==> src/rtl/usb_in_ep_arbiter.sv <==
// usb_in_ep_arbiter
// Weighted round-robin scheduler sharing the FT601 IN write channel between
// the EP2 (MSC) and EP3 (Raw) response streams. One endpoint owns the channel
// per burst; a burst ends on a packet boundary, the burst word limit, or an
// idle timeout. During a grant the data path is a combinational pass-through.
module usb_in_ep_arbiter #(
  parameter int BURST_WORDS  = 256,
  parameter int MSC_WEIGHT   = 1,
  parameter int RAW_WEIGHT   = 3,
  parameter int IDLE_TIMEOUT = 16
) (
  input  logic        clk,
  input  logic        rst,
  input  logic        arb_enable,
  input  logic [1:0]  ep_mask,
  input  logic [31:0] ep2_data,
  input  logic        ep2_valid,
  input  logic        ep2_last,
  output logic        ep2_ready,
  input  logic [31:0] ep3_data,
  input  logic        ep3_valid,
  input  logic        ep3_last,
  output logic        ep3_ready,
  output logic [31:0] tx_data,
  output logic        tx_valid,
  input  logic        tx_ready,
  output logic [1:0]  tx_ep,
  output logic        tx_last,
  output logic        tx_flush,
  output logic [1:0]  grant_ep,
  output logic [15:0] msc_burst_count,
  output logic [15:0] raw_burst_count,
  output logic [1:0]  arb_state
);

  typedef enum logic [1:0] {
    IDLE      = 2'd0,
    GRANT_MSC = 2'd1,
    GRANT_RAW = 2'd2
  } state_t;

  localparam int             WCW         = $clog2(BURST_WORDS + 1);
  localparam logic [WCW-1:0] WORD_LIMIT  = WCW'(BURST_WORDS - 1);
  localparam logic [WCW-1:0] WORD_ONE    = WCW'(1);
  localparam logic [7:0]     TIMEOUT_M1  = 8'(IDLE_TIMEOUT - 1);
  localparam logic [3:0]     MSC_INIT    = 4'(MSC_WEIGHT);
  localparam logic [3:0]     RAW_INIT    = 4'(RAW_WEIGHT);

  state_t         state_r;
  logic [3:0]     msc_credit_r;
  logic [3:0]     raw_credit_r;
  logic           last_raw_r;     // 1 = EP3 was the last endpoint served
  logic [WCW-1:0] word_cnt_r;
  logic [7:0]     idle_cnt_r;
  logic [15:0]    msc_count_r;
  logic [15:0]    raw_count_r;

  logic [31:0]    src_data_s;
  logic           src_valid_s;
  logic           src_last_s;
  logic           in_grant_s;
  logic [1:0]     grant_ep_s;
  logic           xfer_s;
  logic           tx_last_s;
  logic           timeout_s;
  logic           burst_end_s;
  logic           req_msc_s;
  logic           req_raw_s;
  logic           elig_msc_s;
  logic           elig_raw_s;
  logic           pick_msc_s;
  logic           pick_raw_s;
  logic           reload_s;

  // Route the granted source onto the transmit side; nothing is routed in IDLE.
  always_comb begin
    src_data_s  = 32'd0;
    src_valid_s = 1'b0;
    src_last_s  = 1'b0;
    in_grant_s  = 1'b0;
    grant_ep_s  = 2'd0;
    case (state_r)
      GRANT_MSC: begin
        src_data_s  = ep2_data;
        src_valid_s = ep2_valid;
        src_last_s  = ep2_last;
        in_grant_s  = 1'b1;
        grant_ep_s  = 2'd2;
      end
      GRANT_RAW: begin
        src_data_s  = ep3_data;
        src_valid_s = ep3_valid;
        src_last_s  = ep3_last;
        in_grant_s  = 1'b1;
        grant_ep_s  = 2'd3;
      end
      default: begin
        in_grant_s  = 1'b0;
      end
    endcase
  end

  assign xfer_s      = src_valid_s & tx_ready;
  assign tx_last_s   = src_valid_s & (src_last_s | (word_cnt_r == WORD_LIMIT));
  // Timer holds IDLE_TIMEOUT-1 on the IDLE_TIMEOUT-th consecutive idle cycle.
  assign timeout_s   = in_grant_s & ~src_valid_s & (idle_cnt_r == TIMEOUT_M1);
  assign burst_end_s = (xfer_s & tx_last_s) | timeout_s;

  assign req_msc_s   = arb_enable & ~ep_mask[0] & ep2_valid;
  assign req_raw_s   = arb_enable & ~ep_mask[1] & ep3_valid;
  assign elig_msc_s  = req_msc_s & (msc_credit_r != 4'd0);
  assign elig_raw_s  = req_raw_s & (raw_credit_r != 4'd0);

  // Choose the next endpoint in IDLE, favouring the one not served last; reload credits when only credit blocks a requester.
  always_comb begin
    pick_msc_s = 1'b0;
    pick_raw_s = 1'b0;
    if (last_raw_r) begin
      if (elig_msc_s) begin
        pick_msc_s = 1'b1;
      end else if (elig_raw_s) begin
        pick_raw_s = 1'b1;
      end else begin
        pick_msc_s = 1'b0;
      end
    end else begin
      if (elig_raw_s) begin
        pick_raw_s = 1'b1;
      end else if (elig_msc_s) begin
        pick_msc_s = 1'b1;
      end else begin
        pick_raw_s = 1'b0;
      end
    end
    if (!pick_msc_s && !pick_raw_s && (req_msc_s || req_raw_s)) begin
      reload_s = 1'b1;
    end else begin
      reload_s = 1'b0;
    end
  end

  // Arbiter FSM: grant, burst accounting, idle timer and credit bookkeeping.
  always_ff @(posedge clk or posedge rst) begin
    if (rst) begin
      state_r      <= IDLE;
      msc_credit_r <= MSC_INIT;
      raw_credit_r <= RAW_INIT;
      last_raw_r   <= 1'b1;
      word_cnt_r   <= '0;
      idle_cnt_r   <= 8'd0;
      msc_count_r  <= 16'd0;
      raw_count_r  <= 16'd0;
    end else begin
      case (state_r)
        IDLE: begin
          word_cnt_r <= '0;
          idle_cnt_r <= 8'd0;
          if (pick_msc_s) begin
            state_r <= GRANT_MSC;
          end else if (pick_raw_s) begin
            state_r <= GRANT_RAW;
          end else if (reload_s) begin
            msc_credit_r <= MSC_INIT;
            raw_credit_r <= RAW_INIT;
          end
        end
        GRANT_MSC, GRANT_RAW: begin
          if (burst_end_s) begin
            word_cnt_r <= '0;
            idle_cnt_r <= 8'd0;
            state_r    <= IDLE;
            if (state_r == GRANT_MSC) begin
              msc_credit_r <= msc_credit_r - 4'd1;
              last_raw_r   <= 1'b0;
              msc_count_r  <= msc_count_r + 16'd1;
            end else begin
              raw_credit_r <= raw_credit_r - 4'd1;
              last_raw_r   <= 1'b1;
              raw_count_r  <= raw_count_r + 16'd1;
            end
          end else begin
            if (xfer_s) begin
              word_cnt_r <= word_cnt_r + WORD_ONE;
            end
            // A valid word (even one held by backpressure) keeps the timer at zero.
            if (src_valid_s) begin
              idle_cnt_r <= 8'd0;
            end else begin
              idle_cnt_r <= idle_cnt_r + 8'd1;
            end
          end
        end
        default: begin
          state_r <= IDLE;
        end
      endcase
    end
  end

  assign tx_data         = src_data_s;
  assign tx_valid        = src_valid_s;
  assign tx_ep           = grant_ep_s;
  assign tx_last         = tx_last_s;
  assign tx_flush        = timeout_s & (word_cnt_r != '0);
  assign grant_ep        = grant_ep_s;
  assign ep2_ready       = (state_r == GRANT_MSC) & tx_ready;
  assign ep3_ready       = (state_r == GRANT_RAW) & tx_ready;
  assign msc_burst_count = msc_count_r;
  assign raw_burst_count = raw_count_r;
  assign arb_state       = state_r;

endmodule

==> config.mk <==
export PLATFORM = sky130hd
export DESIGN_NAME = usb_in_ep_arbiter
export DESIGN_NICKNAME = d
export VERILOG_FILES = /design/src/rtl/usb_in_ep_arbiter.sv
export SDC_FILE = /design/constraint.sdc
export NUM_CORES = 1
export LEC_CHECK = 0
export CORE_AREA = 2 2 101 103
export CTS_BUF_LIST = sky130_fd_sc_hd__clkbuf_8
export DETAILED_ROUTE_END_ITERATION = 10
export DIE_AREA = 0 0 103 105
export GPL_TIMING_DRIVEN = 0
export PLACE_DENSITY = 0.75
export SLEW_MARGIN = 10
export SYNTH_ARGS = -nofsm -noshare
export SYNTH_HDL_FRONTEND = slang
export SYNTH_SLANG_ARGS = --single-unit
==> constraint.sdc <==
create_clock -name clk -period 3.6 [get_ports clk]
set_clock_uncertainty 0.2 [all_clocks]
set_input_delay 0.9 -clock clk [delete_from_list [all_inputs] [get_ports clk]]
set_output_delay 0.9 -clock clk [all_outputs]
set_load 0.02 [all_outputs]
==> reports/metrics.yaml <==
critical_path:
  slowest_stage: "or4_4"
  crit_chain: "dlygate4sd2_1 > a22o_1 > buf_4 > or4_4 > a41oi_2 > buf_4"
  path_max_fanout: 10
  critPathBufInv: 3
  path_class: "input pin to output pin"
  cpMostUsedCell: "buf_4"
  slowest_delay_ps: 520
  critPathLaunchType: "input pin"
  cp.required_ps: 2500
  cp.arrival_ps: 2480
  critPathTopFamily: "buffers and inverters"
  end_kind: "output pin"
global_route:
  grtUsageMet1: 0.258
  grt_pass1_vias: 3644
  use_met3: 0.0502
  grt-busiest-layer: "met2"
  met2_usage: 0.344
  grt_overflow_total: 0
  grt_usage: 0.205
  grt_max_degree: 33
  grt_pass1_wl_um: 17600
  antenna_found_initial: 0
synthesis:
  ys_ff_latch: 60
  synth_nets: 500
  synth_warnings: 0
  syn-instance-count: 410
  ys_seq_area_frac: 0.399
  synth_top_area_frac: 0.371
  postSynthAreaPerCell_um2: 9.21
  syn_area_um2: 3780
  yosys_most_used_dff: "dfrtp_1"
  synth_area_leaders: "dfrtp_1, a22oi_1, ha_1"
  synth-edff-count: 0
  post-synth-top-area-cell: "dfrtp_1"
  ys_async_sr_fraction: 1.00
  synth.distinct_cells: 65
placed_design:
  post-place-ws_ps: -716
  dp_hpwl_um: 8500
  gp_congestion: 0.826
  io_buffers: 147
  dpl-instance-area_um2: 5430
timing:
  report.final.hold_viol_count: 0
  fin_ws_ps: 21.1
  setup_tns_ps: 0
  period_minus_slack_ps: 3580
  fmax_ghz: 0.279
  drv_slew: 0
  tightest_slew_ps: 934
  setup_viol: 0
  slew_headroom: 0.376
  rsz0062_at_grt: "yes"
  period_share: 0.994
layout:
  multi_input_area_um2: 2100
  fin_area_um2: 5700
  num_antenna_cells: 0
  final_net_count: 661
  n_fill_cell: 899
  layout_commonest_cell: "clkdlybuf4s50_1"
  drive_above_1_share: 0.104
  seq_area_um2: 1510
  mostFrequentLayoutCells: "clkdlybuf4s50_1, dfrtp_1, nor2_1, dlygate4sd2_1, a22oi_1"
  syn2layout_area_growth_pct: 50.9
cts:
  clock_path_buffers: 2
  cts_hold_buf: 0
  cts.sinks: 60
  clock_latency_ps: 350
  cts-root-buf: "clkbuf_8"
  h-tree-depth: 3
  cts_tree: "built"
  clkTransAtPathRegs_ps: 60
  cts-buffers-inserted: 9
flow_run:
  cap_violations: 0
power_and_ir_drop:
  total_power_uw: 2910
  ir_drop_mv: 0.268
  p_per_area_nw_per_um2: 510
  leakagePower_uw: 0.00253
floorplan:
  dieHeight_um: 105
  io_pins: 149
  rows: 36
  initial_core_util: 0.392
  dieArea_um2: 10800
  design.core.area_um2: 9640
  die_w_um: 103
detailed_routing:
  drt-pass1-iter-count: 4
  wl_per_cell_um: 16.0
  totalWireLength_um: 11300
  viasPerCell: 5.31
  remaining_drc_errors: 0
  drt-initial-drc-count: 193
  num_vias: 3762
  ant_nets: 0
hold_path:
  hold_path_class: "register to register"
run_status:
  outcome: "complete, no violations"
flip-flops by register name (all words and copies together) (netlist names):
register,count
msc_burst_count,16
raw_burst_count,16
word_cnt_r,9
idle_cnt_r,8
msc_credit_r,4
raw_credit_r,4
arb_state,2
last_raw_r,1
per-layer routing:
layer	share of wire	up-vias
met2	0.49	123
met1	0.42	1828
met3	0.076	10
met4	0.012	0
li1	-	1801
met5	0	-
synthesized netlist by cell type, types with 2 or more instances:
cell type,instances
dfrtp_1,56
nor2_1,48
a22oi_1,33
nand2_1,28
inv_1,21
o21ai_0,21
xnor2_1,20
ha_1,16
nand3_1,16
a21oi_1,11
nand4_1,11
xor2_1,11
clkbuf_1,9
nor3_1,9
and3_1,8
and2_1,5
and4_1,5
buf_1,5
nand2b_1,5
dfstp_2,4
mux2i_1,4
nor2b_1,4
buf_2,3
buf_4,3
o2111ai_1,3
o22ai_1,3
or4_1,3
a31oi_1,2
nand2_2,2
nand3b_1,2
nand4b_1,2
nor3b_1,2
o211ai_1,2
or2_2,2
area by class of cell:
type | instances | share of cell area
Multi-Input combinational cell | 308 | 0.368
Sequential cell | 60 | 0.265
Timing Repair Buffer | 151 | 0.258
Clock buffer | 13 | 0.0314
Tap cell | 133 | 0.0292
Buffer | 20 | 0.0189
Clock inverter | 3 | 0.0158
Inverter | 21 | 0.0138
per-stage QoR:
step / hold WS, ps / util / std cells
final: 278 / 0.591 / 709
after global placement: 263 / 0.562 / 690
after floorplan: 256 / - / 410
after detailed placement: 265 / 0.564 / 691
after CTS: 278 / 0.590 / 707
after global routing: 283 / 0.591 / 709
cell families (layout without fill, tap and decap cells):
family	Yosys count	after routing	share of synthesized area
XOR/XNOR	32	32	0.0762
AO/OA/AOI/OAI	97	97	0.192
buffers and inverters	42	208	0.0477
flip-flops	60	60	0.399
multiplexers	5	5	0.0146
adder cells (fa/ha/maj)	16	16	0.0530
AND/OR/NAND/NOR	158	158	0.218
where the power goes:
part | internal, uW | switching [uW]
Sequential | 721 | 48.6
Combinational | 536 | 796
Clock | 536 | 270
Total | 1790 | 1110
final timing paths:
kind | start | endpoint | slack (ps) | cells past startpoint
worst min-delay path | raw_burst_count[15] | raw_burst_count[15] | 280 | 1
worst max register to register | word_cnt_r[0] | word_cnt_r[2] | 470 | 11
worst min register to register | raw_burst_count[15] | raw_burst_count[15] | 280 | 1
worst max-delay path | ep3_valid | tx_flush | 20 | 6
min in group asynchronous | rst | raw_burst_count[8] | 760 | 2
max in group asynchronous | rst | msc_credit_r[0] | 1760 | 3
timing repair:
action                     in CTS  in global routing
hold endpoints to repair        0                  0
buffers inserted                0                  3
resized for setup              53                  4
setup endpoints to repair      36                  6
(Power assumes the default switching activity.)
